===== src/rtl/dphy_hs_lane_ctrl.sv =====
// dphy_hs_lane_ctrl
// Per-lane D-PHY data-lane sequencer. It takes bursts from the FIFO-to-lane
// bridge and runs the lane through LP-11 -> LP-01 -> LP-00 -> HS-zero ->
// sync -> payload -> trail -> LP-11, one HS byte per clock.
//
// Ports:
//   clk          lane byte clock
//   rst          synchronous active-high reset
//   mode_lp      burst mode from bridge (0 = HS, 1 = LP request, drained)
//   start_rqst   one-cycle burst start pulse, inp_data holds the first byte
//   fin_rqst     current inp_data is the final byte of the burst
//   inp_data     payload byte from bridge
//   data_rqst    byte consumed this cycle (combinational)
//   hs_data      byte to serializer, LSB first
//   hs_en        HS driver / serializer enable
//   lp_dp/lp_dn  LP line levels
//   busy         sequencer not idle
//   err_lp_rqst  one-cycle pulse when an LP-mode start is rejected
//   burst_cnt    completed HS bursts (only with DSI_LANE_BURST_CNT_EN)
//
// Optional feature macro: DSI_LANE_BURST_CNT_EN adds the burst_cnt output.
//
// The registered line outputs describe the state held during the previous
// clock, so hs_data carries a payload byte in the cycle after data_rqst
// consumed it, and all line outputs stay mutually aligned.
module dphy_hs_lane_ctrl #(
  parameter logic [7:0] T_LPX        = 8'd4,
  parameter logic [7:0] T_HS_PREPARE = 8'd3,
  parameter logic [7:0] T_HS_ZERO    = 8'd10,
  parameter logic [7:0] T_HS_TRAIL   = 8'd4,
  parameter logic [7:0] T_HS_EXIT    = 8'd8
) (
  input  logic       clk,
  input  logic       rst,
  input  logic       mode_lp,
  input  logic       start_rqst,
  input  logic       fin_rqst,
  input  logic [7:0] inp_data,
  output logic       data_rqst,
  output logic [7:0] hs_data,
  output logic       hs_en,
  output logic       lp_dp,
  output logic       lp_dn,
  output logic       busy,
  output logic       err_lp_rqst
`ifdef DSI_LANE_BURST_CNT_EN
  ,
  output logic [15:0] burst_cnt
`endif
);

  typedef enum logic [3:0] {
    S_IDLE, S_LPX, S_PREP, S_ZERO, S_SYNC, S_DATA, S_TRAIL, S_EXIT, S_DRAIN
  } state_t;

  // Timer load value: a zero-length parameter still occupies one cycle.
  function automatic logic [7:0] load_val(input logic [7:0] p);
    load_val = (p == 8'd0) ? 8'd0 : (p - 8'd1);
  endfunction

  state_t     state_q, state_d;
  logic [7:0] timer_q, timer_d;
  logic       pending_q, pending_d;
  logic       pend_mode_q, pend_mode_d;
  logic       last_bit_q, last_bit_d;
  logic [7:0] hs_data_q, hs_data_d;
  logic       hs_en_q, hs_en_d;
  logic       lp_dp_q, lp_dp_d;
  logic       lp_dn_q, lp_dn_d;
  logic       busy_q, busy_d;
  logic       err_q, err_d;
`ifdef DSI_LANE_BURST_CNT_EN
  logic [15:0] burst_cnt_q, burst_cnt_d;
`endif

  // Next-state, timer, pending-start and burst bookkeeping.
  always_comb begin
    state_d     = state_q;
    timer_d     = (timer_q != 8'd0) ? (timer_q - 8'd1) : 8'd0;
    pending_d   = pending_q;
    pend_mode_d = pend_mode_q;
    last_bit_d  = last_bit_q;
    err_d       = 1'b0;
`ifdef DSI_LANE_BURST_CNT_EN
    burst_cnt_d = burst_cnt_q;
`endif
    case (state_q)
      S_IDLE: begin
        if (start_rqst && mode_lp) begin
          state_d = S_DRAIN;
          err_d   = 1'b1;
        end else if (start_rqst) begin
          state_d = S_LPX;
          timer_d = load_val(T_LPX);
        end else begin
          state_d = S_IDLE;
        end
      end
      S_LPX: begin
        if (timer_q == 8'd0) begin
          state_d = S_PREP;
          timer_d = load_val(T_HS_PREPARE);
        end else begin
          state_d = S_LPX;
        end
      end
      S_PREP: begin
        if (timer_q == 8'd0) begin
          state_d = S_ZERO;
          timer_d = load_val(T_HS_ZERO);
        end else begin
          state_d = S_PREP;
        end
      end
      S_ZERO: begin
        if (timer_q == 8'd0) begin
          state_d = S_SYNC;
        end else begin
          state_d = S_ZERO;
        end
      end
      S_SYNC: begin
        state_d = S_DATA;
      end
      S_DATA: begin
        last_bit_d = inp_data[7];
        if (fin_rqst) begin
          state_d = S_TRAIL;
          timer_d = load_val(T_HS_TRAIL);
        end else begin
          state_d = S_DATA;
        end
      end
      S_TRAIL: begin
        if (timer_q == 8'd0) begin
          state_d = S_EXIT;
          timer_d = load_val(T_HS_EXIT);
`ifdef DSI_LANE_BURST_CNT_EN
          burst_cnt_d = burst_cnt_q + 16'd1;
`endif
        end else begin
          state_d = S_TRAIL;
        end
      end
      S_EXIT: begin
        // A start arriving here is remembered and replayed when EXIT ends,
        // including one arriving on the very last EXIT cycle.
        if (start_rqst) begin
          pending_d   = 1'b1;
          pend_mode_d = mode_lp;
        end else begin
          pending_d   = pending_q;
        end
        if (timer_q == 8'd0) begin
          pending_d = 1'b0;
          if ((pending_q || start_rqst) && pend_mode_d) begin
            state_d = S_DRAIN;
            err_d   = 1'b1;
          end else if (pending_q || start_rqst) begin
            state_d = S_LPX;
            timer_d = load_val(T_LPX);
          end else begin
            state_d = S_IDLE;
          end
        end else begin
          state_d = S_EXIT;
        end
      end
      S_DRAIN: begin
        if (fin_rqst) begin
          state_d = S_IDLE;
        end else begin
          state_d = S_DRAIN;
        end
      end
      default: begin
        state_d = S_IDLE;
      end
    endcase
  end

  // Line outputs decoded from the current state, registered below.
  always_comb begin
    hs_en_d   = 1'b0;
    lp_dp_d   = 1'b1;
    lp_dn_d   = 1'b1;
    hs_data_d = 8'h00;
    busy_d    = (state_q != S_IDLE);
    case (state_q)
      S_LPX: begin
        lp_dp_d = 1'b0;
      end
      S_PREP, S_ZERO: begin
        hs_en_d = 1'b1;
        lp_dp_d = 1'b0;
        lp_dn_d = 1'b0;
      end
      S_SYNC: begin
        hs_en_d   = 1'b1;
        lp_dp_d   = 1'b0;
        lp_dn_d   = 1'b0;
        hs_data_d = 8'hB8;
      end
      S_DATA: begin
        hs_en_d   = 1'b1;
        lp_dp_d   = 1'b0;
        lp_dn_d   = 1'b0;
        hs_data_d = inp_data;
      end
      S_TRAIL: begin
        // Trail holds the inverse of the final payload bit.
        hs_en_d   = 1'b1;
        lp_dp_d   = 1'b0;
        lp_dn_d   = 1'b0;
        hs_data_d = {8{~last_bit_q}};
      end
      default: begin
        hs_en_d = 1'b0;
      end
    endcase
  end

  // State and output registers with synchronous reset.
  always_ff @(posedge clk) begin
    if (rst) begin
      state_q     <= S_IDLE;
      timer_q     <= 8'd0;
      pending_q   <= 1'b0;
      pend_mode_q <= 1'b0;
      last_bit_q  <= 1'b0;
      hs_data_q   <= 8'h00;
      hs_en_q     <= 1'b0;
      lp_dp_q     <= 1'b1;
      lp_dn_q     <= 1'b1;
      busy_q      <= 1'b0;
      err_q       <= 1'b0;
`ifdef DSI_LANE_BURST_CNT_EN
      burst_cnt_q <= 16'd0;
`endif
    end else begin
      state_q     <= state_d;
      timer_q     <= timer_d;
      pending_q   <= pending_d;
      pend_mode_q <= pend_mode_d;
      last_bit_q  <= last_bit_d;
      hs_data_q   <= hs_data_d;
      hs_en_q     <= hs_en_d;
      lp_dp_q     <= lp_dp_d;
      lp_dn_q     <= lp_dn_d;
      busy_q      <= busy_d;
      err_q       <= err_d;
`ifdef DSI_LANE_BURST_CNT_EN
      burst_cnt_q <= burst_cnt_d;
`endif
    end
  end

  assign data_rqst   = (state_q == S_DATA) || (state_q == S_DRAIN);
  assign hs_data     = hs_data_q;
  assign hs_en       = hs_en_q;
  assign lp_dp       = lp_dp_q;
  assign lp_dn       = lp_dn_q;
  assign busy        = busy_q;
  assign err_lp_rqst = err_q;
`ifdef DSI_LANE_BURST_CNT_EN
  assign burst_cnt   = burst_cnt_q;
`endif

endmodule

===== config.mk =====
export PLATFORM = sky130hd
export DESIGN_NAME = dphy_hs_lane_ctrl
export DESIGN_NICKNAME = d
export VERILOG_FILES = /design/src/rtl/dphy_hs_lane_ctrl.sv
export SDC_FILE = /design/constraint.sdc
export NUM_CORES = 1
export LEC_CHECK = 0
export ABC_AREA = 0
export BUFFER_PORTS_ARGS = -buffer_cell sky130_fd_sc_hd__buf_2
export CORE_MARGIN = 3
export CORE_UTILIZATION = 48
export CTS_CLUSTER_DIAMETER = 30
export DETAILED_ROUTE_END_ITERATION = 8
export PLACE_DENSITY_LB_ADDON = 0.25
export SYNTH_ARGS = -nofsm -noshare
export SYNTH_HDL_FRONTEND = slang
export SYNTH_SLANG_ARGS = --single-unit

===== constraint.sdc =====
create_clock -name clk -period 1.5 [get_ports clk]
set_input_delay 0.45 -clock clk [delete_from_list [all_inputs] [get_ports clk]]
set_output_delay 0.45 -clock clk [all_outputs]
set_load 0.005 [all_outputs]

==> summary by stage <==
CTS
The clock passes through at most 2 buffers. Clock latency on the worst-skew pair, taken at its later pin, is about 0.35 ns. The number of buffers added by the clock tree synthesis step is 3. The clock drives 28 sinks. Clock-pin slew was measured on the worst setup and hold paths at ~0.16 ns. The root buffer cell chosen for the clock tree is clkbuf_4. The clock tree from TritonCTS is done. In this run the number of H-tree levels came out at 1. The number of buffers inserted for hold repair after clock tree synthesis is 0.

Timing
On the final layout, the worst hold slack is 0.332 ns. For this run, the top clock speed supported by timing is between 500 and 600 MHz. Setup violations remaining at the end of the flow were counted as 2. The max-slew violation count came to 0. The post-route clock period utilization is 112%. For the pin with the worst max-slew slack, the measured transition is ~0.38 ns. After layout, the minimum clock period comes to 1.68 ns. Setup repair after global routing could not meet its margin everywhere.

Across all setup checks in the final design, the least slack found is -0.183 ns. The worst pin sits at a relative slew slack of about 75%. The worst-case clock skew is approximately 0.01 ns.

The number of failing hold endpoints at the final stage is 0.

Route
The detailed-routing iteration count for the pre-antenna-repair pass is 4. After detailed routing, the number of vias per cell comes to 5.50. The number of design rule violations left after detail routing is 0. The final layout contains routed wiring with a total length of between 3000 and 4000 µm.

The detailed-routed wire length on met3 is 115 µm. The initial DRC count is between 50 and 60. Dividing the detail-routed wire length by the instance count gives around 14 µm. After detailed routing, the wire length on met1 is around 1600 µm.

The total length of routed met2 wires is about 1700 µm. The number of antenna-violating nets in the routed design is 0. The routed layout has between 1000 and 1500 vias.

In this run the top signal layer used is met4.

Setup path
The largest fanout of any net on the critical path is 3. The data arrival time of the critical path is about 1.2 ns. In this design, the largest share of critical-path delay is due to flip-flops. The type of destination of the critical path is a primary output. The critical path starts at state_q[0].

In this design, the stage delay of the slowest critical-path cell is ~0.39 ns. Measured in cells, the most critical reg-to-reg path has a length of 7. The master of the slowest instance on the critical path is dfxtp_4. The type of element launching the critical path is a register. Data on the critical path is required at its endpoint by approximately 1.1 ns. The setup slack on the worst flop-to-flop path is -0.04 ns.

Traced cell by cell, the critical path runs through buf_6 -> nand2_2 -> nor2_1 -> a21oi_1 -> nor2_1 -> buf_2. Counting both buffers and inverters, the worst setup path holds a total of 2. The worst reg2reg path startpoint is timer_q[0]. Counting stages on the worst path, the most repeated cell is nor2_1. By startpoint and endpoint, the worst setup path is classified as register to primary output. The end of the worst register-to-register path is timer_q[1].

Synthesis
By area the synthesized netlist is led by dfxtp_1 40%, a21oi_1 6.7%, nor2_1 6.7%. The combined area of all synthesized cells is 1410 µm². After synthesis, the netlist uses between 50 and 60 different library cells. The number of flops mapped to enable cells by yosys is 0. The number of nets handed over by synthesis was between 150 and 200. The number of cells produced by synthesis is ~170. Counting flops and latches in the post-synthesis netlist gives 28.

For this run, asynchronously set or reset flops after synthesis account for 0%. The Yosys warning count is 0. For this run, the register share of the synthesized area comes to 39.8%. The average cell area after synthesis is ~8.5 µm². The synthesized design devotes to its leading area cell type 39.8% of total area. Of all cell types, the one taking the most synthesized area is dfxtp_1.

The most used flip-flop cell after synthesis is dfxtp_1.

Global routing
The initial antenna violation count is 0. Entering global routing, the biggest net connects 17 pins. The number of global-route vias before repair is between 1000 and 1500. Global routing used between 20% and 30% of the available tracks across all layers.

The first global-routing pass estimated just under 6000 µm of wire. The total overflow left after global routing is 0.

Placed design
The HPWL reported at the end of detailed placement is roughly 2400 µm. The placed instances occupy a cell area of approximately 1700 µm². Routability-driven placement finished with a final weighted congestion of 0.820. The number of buffers inserted by port buffering is 26. The cell count after placement is 239.

Die
The number of primary I/O pins is 27. The initial core utilization is between 50% and 60%. The number of rows created at floorplan is 19. The area of the core is roughly 2800 µm². The y dimension of the die is between 60 and 70 µm. The floorplan step set the die width to approximately 60 µm.

The die footprint is roughly 3600 µm².

Finish
The final layout contains roughly 230 nets. The share of layout cells above drive strength 1 is a little under half. After routing the design area is between 1500 and 2000 µm².

Leaving out fill and tap cells, the most frequent cells in the layout are 28 x buf_4, 26 x buf_2, 23 x nor2_1. The count of antenna diodes in the layout is 0. The library cell used most frequently in the layout, excluding fill and tap cells, is buf_4. The area growth from synthesis to layout is 41.0%. The number of cells in the finished layout apart from fillers is 249.

Outcome
The flow ran to the end, but the final reports show violations. The final reports fail on setup timing.

Pwr
Dividing total power by cell area gives a power density of about 1600 nW/µm². Summed over all cells, the static leakage comes to about 0.85 nW. The maximum vdd drop is 0.00138 V.

Hold path
The worst hold-check path type is input pin to register. The worst hold path cell count is 3. The terminating pin of the worst hold path is hs_data[0]. The startpoint identified for the worst hold timing path is inp_data[0].

Flow run
The max capacitance violation total is 0.
==> tightest hold or removal path: stages <==
cell and delay (ns):
buf_2 0.09, nand2_1 0.04, a21oi_1 0.05
==> synthesized netlist by cell type (2+ instances only) <==
master / number
mux2i_1: 3
a211oi_1: 2
buf_2: 2
or2_2: 2
a21oi_1: 19
nand3_1: 2
inv_1: 9
dfxtp_1: 28
nor3_1: 5
or3b_1: 3
xnor2_1: 3
nor2_1: 25
nand2b_1: 6
nand3b_1: 2
clkbuf_1: 4
nor4b_1: 2
nand2_1: 9
nor2b_1: 3
a311oi_1: 2
nor4_2: 2
==> report_power, final <==
part	internal, mW	total (mW)	switching (mW)
Sequential	0.857	0.978	0.121
Clock	0.271	0.515	0.245
Combinational	0.941	1.72	0.778
Total	2.07	3.21	1.14
==> through the flow <==
stage / worst slack, ns / utilization (%) / TNS [ns] / power (mW)
2_1_floorplan: 0.00730 / - / 0 / 1.81
3_3_place_gp: -0.118 / 62.3 / -0.546 / 2.28
3_5_place_dp: -0.160 / 62.3 / -1.01 / 2.33
4_1_cts: -0.153 / 68.2 / -0.189 / 3.04
5_1_grt: -0.252 / 71.4 / -0.741 / 3.41
6_report: -0.183 / 71.4 / -0.224 / 3.21
==> cells by family after synthesis <==
| kind of cell | Yosys count | synth area share [%] |
|---|---|---|
| buffers and inverters | 18 | 5.77 |
| muxes | 3 | 2.13 |
| adders and majority gates | 1 | 0.888 |
| DFF | 28 | 39.8 |
| AOI/OAI and AO/OA | 38 | 18.3 |
| and+or+nand+nor | 74 | 31.3 |
| xor gates and xnor gates | 3 | 1.87 |
==> cell type report <==
class	instances	area (µm²)
clock buffer	3	22.5
sequential	28	579
fill	213	795
timing repair buffer	58	385
tap	31	38.8
multi-input combinational	119	897
clock inverter	1	30.0
inverter	9	33.8
==> what timing repair did <==
| action | 4_1_cts | 5_1_grt |
|---|---|---|
| pin swaps | 5 | 2 |
| gates resized for setup | 23 | 17 |
| setup endpoints to repair | 14 | 14 |
| buffers inserted | 5 | 1 |
==> worst max-delay path by stage <==
stage	slack, ns	depth (start not counted)	to
floorplan	0.007	6	timer_q[1]
global placement	-0.12	5	timer_q[1]
detailed placement	-0.16	6	timer_q[0]
CTS	-0.15	6	data_rqst
global route	-0.25	6	data_rqst
finish	-0.18	6	data_rqst
==> layer usage <==
layer  GRT usage [%]  vias to the layer above
met5               0                        -
met4            6.33                        0
met3            2.59                        6
met2            37.0                       21
met1            27.5                      656
li1                -                      687
Note: power is estimated with default switching activity, not from simulation.
